==> src/rtl/dse_reset_ctrl.sv <==
// dse_reset_ctrl: DUT-side initiator of the DSE reset protocol.
// Counts committed instructions per epoch. On budget exhaustion or a manual
// trigger it drains the core, freezes perf counters, pulses dse_reset_valid
// for RESET_CYCLES, holds vector/epoch stable for HOLD_CYCLES, and then
// resumes in the next epoch.
// Optional build macro: DSE_RESET_CTRL_DRAIN_TIMEOUT_EN adds a DRAIN watchdog
// that forces RESET after DRAIN_TIMEOUT cycles and sets sticky CTRL bit2.
//
// state    | meaning
// ---------+-----------------------------------------------------------
// ST_IDLE  | disabled, instruction count held, triggers ignored
// ST_RUN   | counting commits, watching budget and trigger
// ST_DRAIN | drain_req/perf_freeze high, waiting for quiesce_ack
// ST_RESET | dse_reset_valid high for RESET_CYCLES
// ST_HOLD  | valid low, vector/epoch held for HOLD_CYCLES, then resume
module dse_reset_ctrl #(
  parameter int RESET_CYCLES  = 16,
  parameter int HOLD_CYCLES   = 2,
  parameter int DRAIN_TIMEOUT = 1024
) (
  input  logic        clock,
  input  logic        reset,
  input  logic        cfg_wen,
  input  logic [1:0]  cfg_addr,
  input  logic [63:0] cfg_wdata,
  output logic [63:0] cfg_rdata,
  input  logic [3:0]  commit_cnt,
  input  logic        quiesce_ack,
  output logic        drain_req,
  output logic        perf_freeze,
  output logic        dse_reset_valid,
  output logic [35:0] dse_reset_vector,
  output logic [63:0] dse_epoch
);

  // One shared wait counter, sized for the largest wait the block can be built with.
  localparam int CNT_MAX_RH = (RESET_CYCLES > HOLD_CYCLES) ? RESET_CYCLES : HOLD_CYCLES;
  localparam int CNT_MAX    = (CNT_MAX_RH > DRAIN_TIMEOUT) ? CNT_MAX_RH : DRAIN_TIMEOUT;
  localparam int CNT_W      = $clog2(CNT_MAX + 1);

  typedef enum logic [2:0] {
    ST_IDLE,
    ST_RUN,
    ST_DRAIN,
    ST_RESET,
    ST_HOLD
  } state_t;

  state_t      state;
  logic [CNT_W-1:0] cnt;
  logic [63:0] instr_cnt;
  logic [63:0] limit;
  logic [35:0] pending_vec;
  logic        enable;
  logic        timeout_flag;

  logic        ctrl_wr;
  logic        trig_wr;
  logic [64:0] sum_ext;
  logic [63:0] sum_sat;
  logic        budget_hit;
  logic        drain_done;

  assign ctrl_wr    = cfg_wen && (cfg_addr == 2'd0);
  assign trig_wr    = ctrl_wr && cfg_wdata[1];
  assign sum_ext    = {1'b0, instr_cnt} + {61'd0, commit_cnt};
  assign sum_sat    = sum_ext[64] ? {64{1'b1}} : sum_ext[63:0];
  assign budget_hit = (limit != '0) && (sum_sat >= limit);

`ifdef DSE_RESET_CTRL_DRAIN_TIMEOUT_EN
  assign drain_done = quiesce_ack || (cnt == '0);
`else
  assign drain_done = quiesce_ack;
  assign timeout_flag = 1'b0;
`endif

  // Software-visible configuration registers (EPOCH is read-only, trigger is a pulse).
  always_ff @(posedge clock) begin
    if (reset) begin
      enable      <= 1'b0;
      limit       <= '0;
      pending_vec <= '0;
    end else if (cfg_wen) begin
      case (cfg_addr)
        2'd0:    enable      <= cfg_wdata[0];
        2'd1:    limit       <= cfg_wdata;
        2'd2:    pending_vec <= cfg_wdata[35:0];
        default: ;
      endcase
    end
  end

  // Sequencer: commit counting, drain, reset pulse, hold, epoch advance.
  always_ff @(posedge clock) begin
    if (reset) begin
      state            <= ST_IDLE;
      cnt              <= '0;
      instr_cnt        <= '0;
      drain_req        <= 1'b0;
      perf_freeze      <= 1'b0;
      dse_reset_valid  <= 1'b0;
      dse_reset_vector <= '0;
      dse_epoch        <= '0;
`ifdef DSE_RESET_CTRL_DRAIN_TIMEOUT_EN
      timeout_flag     <= 1'b0;
`endif
    end else begin
`ifdef DSE_RESET_CTRL_DRAIN_TIMEOUT_EN
      // Write-1-clear; a timeout in the same cycle below still wins.
      if (ctrl_wr && cfg_wdata[2]) timeout_flag <= 1'b0;
`endif
      case (state)
        ST_IDLE: begin
          if (enable) state <= ST_RUN;
        end
        ST_RUN: begin
          instr_cnt <= sum_sat;
          // A trigger wins over a simultaneous enable clear.
          if (trig_wr || budget_hit) begin
            state            <= ST_DRAIN;
            drain_req        <= 1'b1;
            perf_freeze      <= 1'b1;
            dse_reset_vector <= pending_vec;
            cnt              <= CNT_W'(DRAIN_TIMEOUT - 1);
          end else if (!enable) begin
            state <= ST_IDLE;
          end
        end
        ST_DRAIN: begin
          if (drain_done) begin
            state           <= ST_RESET;
            dse_epoch       <= dse_epoch + 64'd1;
            dse_reset_valid <= 1'b1;
            cnt             <= CNT_W'(RESET_CYCLES - 1);
`ifdef DSE_RESET_CTRL_DRAIN_TIMEOUT_EN
            if (!quiesce_ack) timeout_flag <= 1'b1;
          end else begin
            cnt <= cnt - 1'b1;
`endif
          end
        end
        ST_RESET: begin
          if (cnt == '0) begin
            state           <= ST_HOLD;
            dse_reset_valid <= 1'b0;
            cnt             <= CNT_W'(HOLD_CYCLES - 1);
          end else begin
            cnt <= cnt - 1'b1;
          end
        end
        ST_HOLD: begin
          if (cnt == '0) begin
            state       <= enable ? ST_RUN : ST_IDLE;
            instr_cnt   <= '0;
            drain_req   <= 1'b0;
            perf_freeze <= 1'b0;
          end else begin
            cnt <= cnt - 1'b1;
          end
        end
        default: state <= ST_IDLE;
      endcase
    end
  end

  // Combinational register read-back.
  always_comb begin
    cfg_rdata = '0;
    case (cfg_addr)
      2'd0:    cfg_rdata = {61'd0, timeout_flag, 1'b0, enable};
      2'd1:    cfg_rdata = limit;
      2'd2:    cfg_rdata = {28'd0, pending_vec};
      default: cfg_rdata = dse_epoch;
    endcase
  end

endmodule

==> config.mk <==
export PLATFORM = sky130hd
export DESIGN_NAME = dse_reset_ctrl
export DESIGN_NICKNAME = d
export VERILOG_FILES = /design/src/rtl/dse_reset_ctrl.sv
export SDC_FILE = /design/constraint.sdc
export NUM_CORES = 1
export LEC_CHECK = 0
export ABC_CLOCK_PERIOD_IN_PS = 10850
export CORE_MARGIN = 4
export CORE_UTILIZATION = 50
export CTS_BUF_LIST = sky130_fd_sc_hd__clkbuf_16
export DETAILED_ROUTE_END_ITERATION = 8
export PLACE_DENSITY_LB_ADDON = 0.15
export SYNTH_ARGS = -nofsm -noshare
export SYNTH_HDL_FRONTEND = slang
export SYNTH_SLANG_ARGS = --single-unit
==> constraint.sdc <==
create_clock -name clock -period 10.85 [get_ports clock]
set_input_delay 3.255 -clock clock [delete_from_list [all_inputs] [get_ports clock]]
set_output_delay 3.255 -clock clock [all_outputs]
set_load 0.005 [all_outputs]
==> flow_summary.json, run 1 <==
{
  "vias": 15900,
  "cts_resized": 0,
  "grt_pass1_wl_mm": 84.7,
  "seq_area_frac_synth_pct": 35.7,
  "post-cts-setup-buffers": 0,
  "skew_ps": 20.8,
  "rsz0062_at_grt": "no",
  "drt-initial-drc-count": 1651,
  "cts_tree": "yes",
  "grt_pass1_vias": 14700,
  "synth_top_area_share_pct": 35.7,
  "fin_tns_setup_ps": 0,
  "area_delta_synth_final_pct": 22.7,
  "cts.sinks": 281,
  "max-cap-violations": 0,
  "swShare_pct": 30.5,
  "fillers": 2764,
  "cts.clk_slew.worst_paths_ps": 60,
  "antenna_found_initial": 2,
  "critPathLaunchType": "input pin",
  "initial_core_util_pct": 51.1,
  "numCtsBuffers": 31,
  "ant_nets": 0,
  "grtUsageTotal_pct": 31.1,
  "crit_type": "input pin to register",
  "dieArea_um2": 34400,
  "p_clk_share_pct": 39.5,
  "clockBufferDepth": 3,
  "p_sw_uw": 802,
  "root_buffer": "clkbuf_16",
  "critical_path.max_fanout": 62,
  "wl_mm": 55.4,
  "core_um2": 30800,
  "gr-total-overflow": 0,
  "dp_hpwl_mm": 39.8,
  "synth_commonest_cells": "nand2_1 (389), dfxtp_1 (281), a21oi_1 (194)",
  "critPathRequiredTime_ps": 11270,
  "power.density_nw_per_um2": 136,
  "layout.nets": 2370,
  "synth_enable_flop_cells": 0,
  "yosysMostFrequentCell": "nand2_1",
  "fin_crit_ps": 9010,
  "combPwrFrac_pct": 18.5,
  "rows": 64,
  "dr.pass1.iters": 5,
  "buffer_ports.inserted": 240,
  "p_seq_share_pct": 42.0,
  "cts_hold_buffers": 0,
  "syn_area_um2": 15700,
  "ys_async_sr_fraction_pct": 0,
  "relSlewSlack_pct": 18.5,
  "crit_path_start": "commit_cnt[0]",
  "io_pins": 241,
  "finalHoldViolCount": 0,
  "vias_per_cell": 6.00,
  "endpoint_kind": "register",
  "drive_gt1_share_pct": 4.14,
  "syn_nets": 2204,
  "register_area_um2": 5630,
  "drcViolationCount": 0,
  "finalCritPeriodShare_pct": 83.1,
  "worst_skew_pair.late_latency_ps": 580,
  "synthTopCellsByArea": "dfxtp_1 (36%), nand2_1 (9.3%), a21oi_1 (6.2%)",
  "synth_top_cell_by_area": "dfxtp_1",
  "p_int_uw": 1820,
  "place_congestion": 0.944,
  "rr_startpoint": "instr_cnt[0]",
  "slew_violations": 0,
  "postSynthCellCount": 2059,
  "run_status": "completed",
  "fmax_mhz": 111,
  "irDropWorstVdd_mv": 0.117,
  "fp.dieH_um": 185,
  "grt_max_degree": 93,
  "h-tree-depth": 1,
  "wl_per_cell_um": 20.9,
  "min_path_type": "register to register",
  "worst_pin_slew_ps": 1220,
  "synth_cell_type_count": 72,
  "setup_viol": 0,
  "die_x_um": 185,
  "p_leak_uw": 0.00719,
  "multi_input_area_um2": 9330,
  "cp_data_arrival_time_ps": 9440,
  "yosys_warnings": 0,
  "synth_seq_cells": 281,
  "hold_slack_ps": 466,
  "synth.avg_cell_area_um2": 7.65,
  "dominantRegCellSynth": "dfxtp_1",
  "hp-start": "instr_cnt[0]"
}
[power by group through the flow]
stage	clock [µW]	sequential [µW]	combinational (µW)
after floorplan	0	1110	327
after global placement	0	1120	467
after detailed placement	0	1120	475
after CTS	1050	1100	478
after global routing	1090	1110	535
final	1040	1100	487
[routing by layer]
metal  routed length (µm)  GRT usage, %
met1                23600          42.9
met2                25500          50.9
met3                 4520          4.22
met4                 1800          9.51
met5                    0             0
[registers in the layout (all words and copies together) (netlist names)]
register / flops
cnt: 11
instr_cnt: 64
dse_epoch: 64
limit: 64
dse_reset_vector: 36
perf_freeze: 1
pending_vec: 36
dse_reset_valid: 1
enable: 1
state: 3
[cell type report]
cell class,count,area share [%]
clock inverters,26,1.06
flip-flops and latches,281,29.1
diodes,1,0.0130
multi-input cells,1567,48.3
clock buffers,31,4.02
well taps,396,2.57
repair buffers,259,13.2
inverters,85,1.65
[worst max-delay path: stages]
cell	delay (ps)
clkdlybuf4s50_1	410
ha_1	230
fa_1	410
a21o_1	190
a21oi_1	570
nor4_1	100
buf_4	210
nand3_1	250
or2_2	330
buf_12	300
nand2_1	110
mux2_2	280
ha_1	290
nand4_1	120
nor4_1	570
nand2_1	160
nor2_1	120
a2bb2oi_1	220
a211oi_4	290
buf_4	590
mux2i_1	280
nor2_1	60
[worst paths after layout]
kind	end	slack, ps	depth (start not counted)
max	dse_reset_vector[29]	1840	22
min	instr_cnt[0]	470	2
max reg2reg	dse_reset_vector[29]	4650	21
min reg2reg	instr_cnt[0]	470	2
[cell usage in the layout, fill, tap and decap left out, types with 9 or more instances in the layout]
cell type | netlist | layout
nand2_1 | 389 | 389
clkdlybuf4s50_1 | 0 | 237
a21o_1 | 14 | 14
nand4_1 | 46 | 46
inv_1 | 85 | 92
o21ai_0 | 126 | 126
clkbuf_16 | 0 | 31
a21oi_1 | 194 | 194
nor2b_1 | 39 | 38
xor2_1 | 64 | 64
a22oi_1 | 11 | 11
nor4_1 | 27 | 27
and3_1 | 26 | 26
dfxtp_1 | 281 | 281
buf_4 | 1 | 19
nand3_1 | 51 | 51
xnor2_1 | 46 | 46
ha_1 | 70 | 70
a22o_1 | 51 | 51
nor3_1 | 30 | 30
nor2_1 | 176 | 173
and2_1 | 9 | 9
and4_1 | 15 | 15
mux2i_1 | 66 | 66
or3_1 | 16 | 16
[metrics by stage]
step                utilization [%]  cell area [µm²]  power, µW  setup WS, ps  std cells
CTS                            62.6            19300       2630          1950       2645
global route                   62.6            19300       2730          1470       2646
detailed placement             59.4            18300       1600          1370       2588
global placement               59.4            18300       1590          1500       2588
floorplan                         -            15700       1430          2810       2059
finish                         62.6            19300       2630          1840       2646
[cell families (layout without fill, tap and decap cells)]
kind of cell	after synthesis	after routing	share of synthesized area, %
compound gates	457	457	17.4
xor+xnor	110	110	6.12
fa+ha+maj	71	71	5.69
buf+inv	211	401	5.16
flops	281	281	35.7
mux	68	68	4.41
other cells	0	1	0
simple gates	861	861	25.5
No activity file was read; power rests on OpenSTA's default activity.
==> inputs of run 2 (changes only) <==
- ABC_CLOCK_PERIOD_IN_PS: 10850 -> 8900
- clock period: 10.85 -> 8.9 ns (I/O delays scaled with it)
==> run 2 against run 1 <==
Final cell count is essentially flat. Critical path type unchanged. First-iteration DRC count is essentially flat. Clock skew shrank 7.3 ps. Die area is the same. Largest power group unchanged. Cell area is essentially flat. Sequential power grew 23%. Flip-flop and latch count is the same. Core utilization grew 0.061 points. Power grew 22%. Highest routed layer unchanged. Largest cell class unchanged.
==> flow_summary.json, run 2 (synthesis gave the netlist of run 1 again) <==
{
  "worst_skew_pair.late_latency_ps": 580,
  "max-cap-violations": 0,
  "layout.nets": 2375,
  "swShare_pct": 30.5,
  "cts_hold_buffers": 0,
  "crit_type": "input pin to register",
  "n_antenna_cell": 0,
  "dp_hpwl_mm": 40.0,
  "total_power_uw": 3200,
  "io_pins": 241,
  "combPwrFrac_pct": 18.9,
  "cts.sinks": 281,
  "critPathRequiredTime_ps": 9320,
  "root_buffer": "clkbuf_16",
  "h-tree-depth": 1,
  "grtUsageTotal_pct": 30.8,
  "hold_slack_ps": 465,
  "grt_pass1_wl_mm": 84.1,
  "cts_resized": 0,
  "irDropWorstVdd_mv": 0.145,
  "place_congestion": 0.912,
  "fin_crit_ps": 8100,
  "cts.clk_slew.worst_paths_ps": 60,
  "min_path_type": "register to register",
  "wl_mm": 55.1,
  "cts_tree": "yes",
  "critical_path.max_fanout": 27,
  "fin_tns_setup_ps": 0,
  "finalHoldViolCount": 0,
  "vias_per_cell": 6.00,
  "clockBufferDepth": 3,
  "initial_core_util_pct": 51.1,
  "run_status": "completed",
  "die_x_um": 185,
  "cp_data_arrival_time_ps": 8520,
  "gr-total-overflow": 0,
  "slew_violations": 0,
  "drcViolationCount": 0,
  "p_clk_share_pct": 39.1,
  "fillers": 2811,
  "endpoint_kind": "register",
  "ant_nets": 0,
  "fin_util_pct": 62.7,
  "dieArea_um2": 34400,
  "drive_gt1_share_pct": 4.26,
  "relSlewSlack_pct": 20.7,
  "skew_ps": 13.5,
  "place_area_um2": 18400,
  "reg_top3": "dse_epoch (64), instr_cnt (64), limit (64)",
  "critPathLaunchType": "input pin",
  "drt-initial-drc-count": 1650,
  "worst_pin_slew_ps": 1190,
  "p_leak_uw": 0.00719,
  "core_um2": 30800,
  "rows": 64,
  "p_sw_uw": 977,
  "grt_pass1_vias": 14800,
  "post-cts-setup-buffers": 0,
  "finalCritPeriodShare_pct": 91.0,
  "fmax_mhz": 123,
  "layout_commonest_cell": "nand2_1",
  "p_seq_share_pct": 42.0,
  "antenna_found_initial": 1,
  "power.density_nw_per_um2": 166,
  "fp.dieH_um": 185,
  "dr.pass1.iters": 6,
  "rsz0062_at_grt": "no",
  "grt_max_degree": 102,
  "vias": 15900,
  "p_int_uw": 2220,
  "buffer_ports.inserted": 240,
  "holdPathStages": 2,
  "reg2reg_depth": 20,
  "numCtsBuffers": 31,
  "area_delta_synth_final_pct": 22.8,
  "wl_per_cell_um": 20.8,
  "postLayoutCellArea_um2": 19300,
  "setup_viol": 0,
  "final_cell_mix": "nand2_1 (389), dfxtp_1 (281), clkdlybuf4s50_1 (237)"
}
-- run 2: worst max-delay path, stage by stage --
cell and delay (ps):
clkdlybuf4s50_1 400, ha_1 230, fa_1 410, a21o_1 200, a21oi_1 150, buf_4 190, nor4_1 60, buf_4 200
nand3_1 260, or2_2 500, buf_4 380, nand2_1 90, ha_1 320, a21oi_1 170, nand2_1 70, a221o_1 340
a211oi_1 340, a2bb2oi_1 680, nand3_1 500, a21oi_1 270, a311oi_1 70
-- run 2: layer usage --
metal	part of all wire (%)	up-vias	track usage, %
met5	0	-	0
met4	3.3	0	9.98
met3	8.4	110	4.40
met2	46	760	50.5
met1	42	7531	41.9
li1	-	7471	-
-- run 2: power by group through the flow --
stage	sequential, µW	clock, µW	combinational (µW)
6_report	1350	1250	604
5_1_grt	1350	1330	656
4_1_cts	1340	1260	590
3_5_place_dp	1370	0	586
3_3_place_gp	1370	0	576
2_1_floorplan	1350	0	399
-- run 2: worst paths after layout --
path | startpoint | end | slack (ps)
min | instr_cnt[0] | instr_cnt[0] | 460
max reg2reg | instr_cnt[0] | cnt[1] | 3010
max | commit_cnt[0] | cnt[1] | 800
min reg2reg | instr_cnt[0] | instr_cnt[0] | 460
-- run 2: area by class of cell --
type                       count  area, µm²  area share, %
multi-input combinational   1567       9330           48.3
sequential                   281       5630           29.1
timing repair buffer         264       2590           13.4
clock buffer                  31        776           4.01
tap                          396        495           2.56
inverter                      85        319           1.65
clock inverter                23        194           1.00
-- run 2: stage by stage --
stage / std cells / worst slack [ps]
2_1_floorplan: 2059 / 1440
3_3_place_gp: 2593 / 413
3_5_place_dp: 2593 / 323
4_1_cts: 2647 / 906
5_1_grt: 2647 / 469
6_report: 2647 / 801
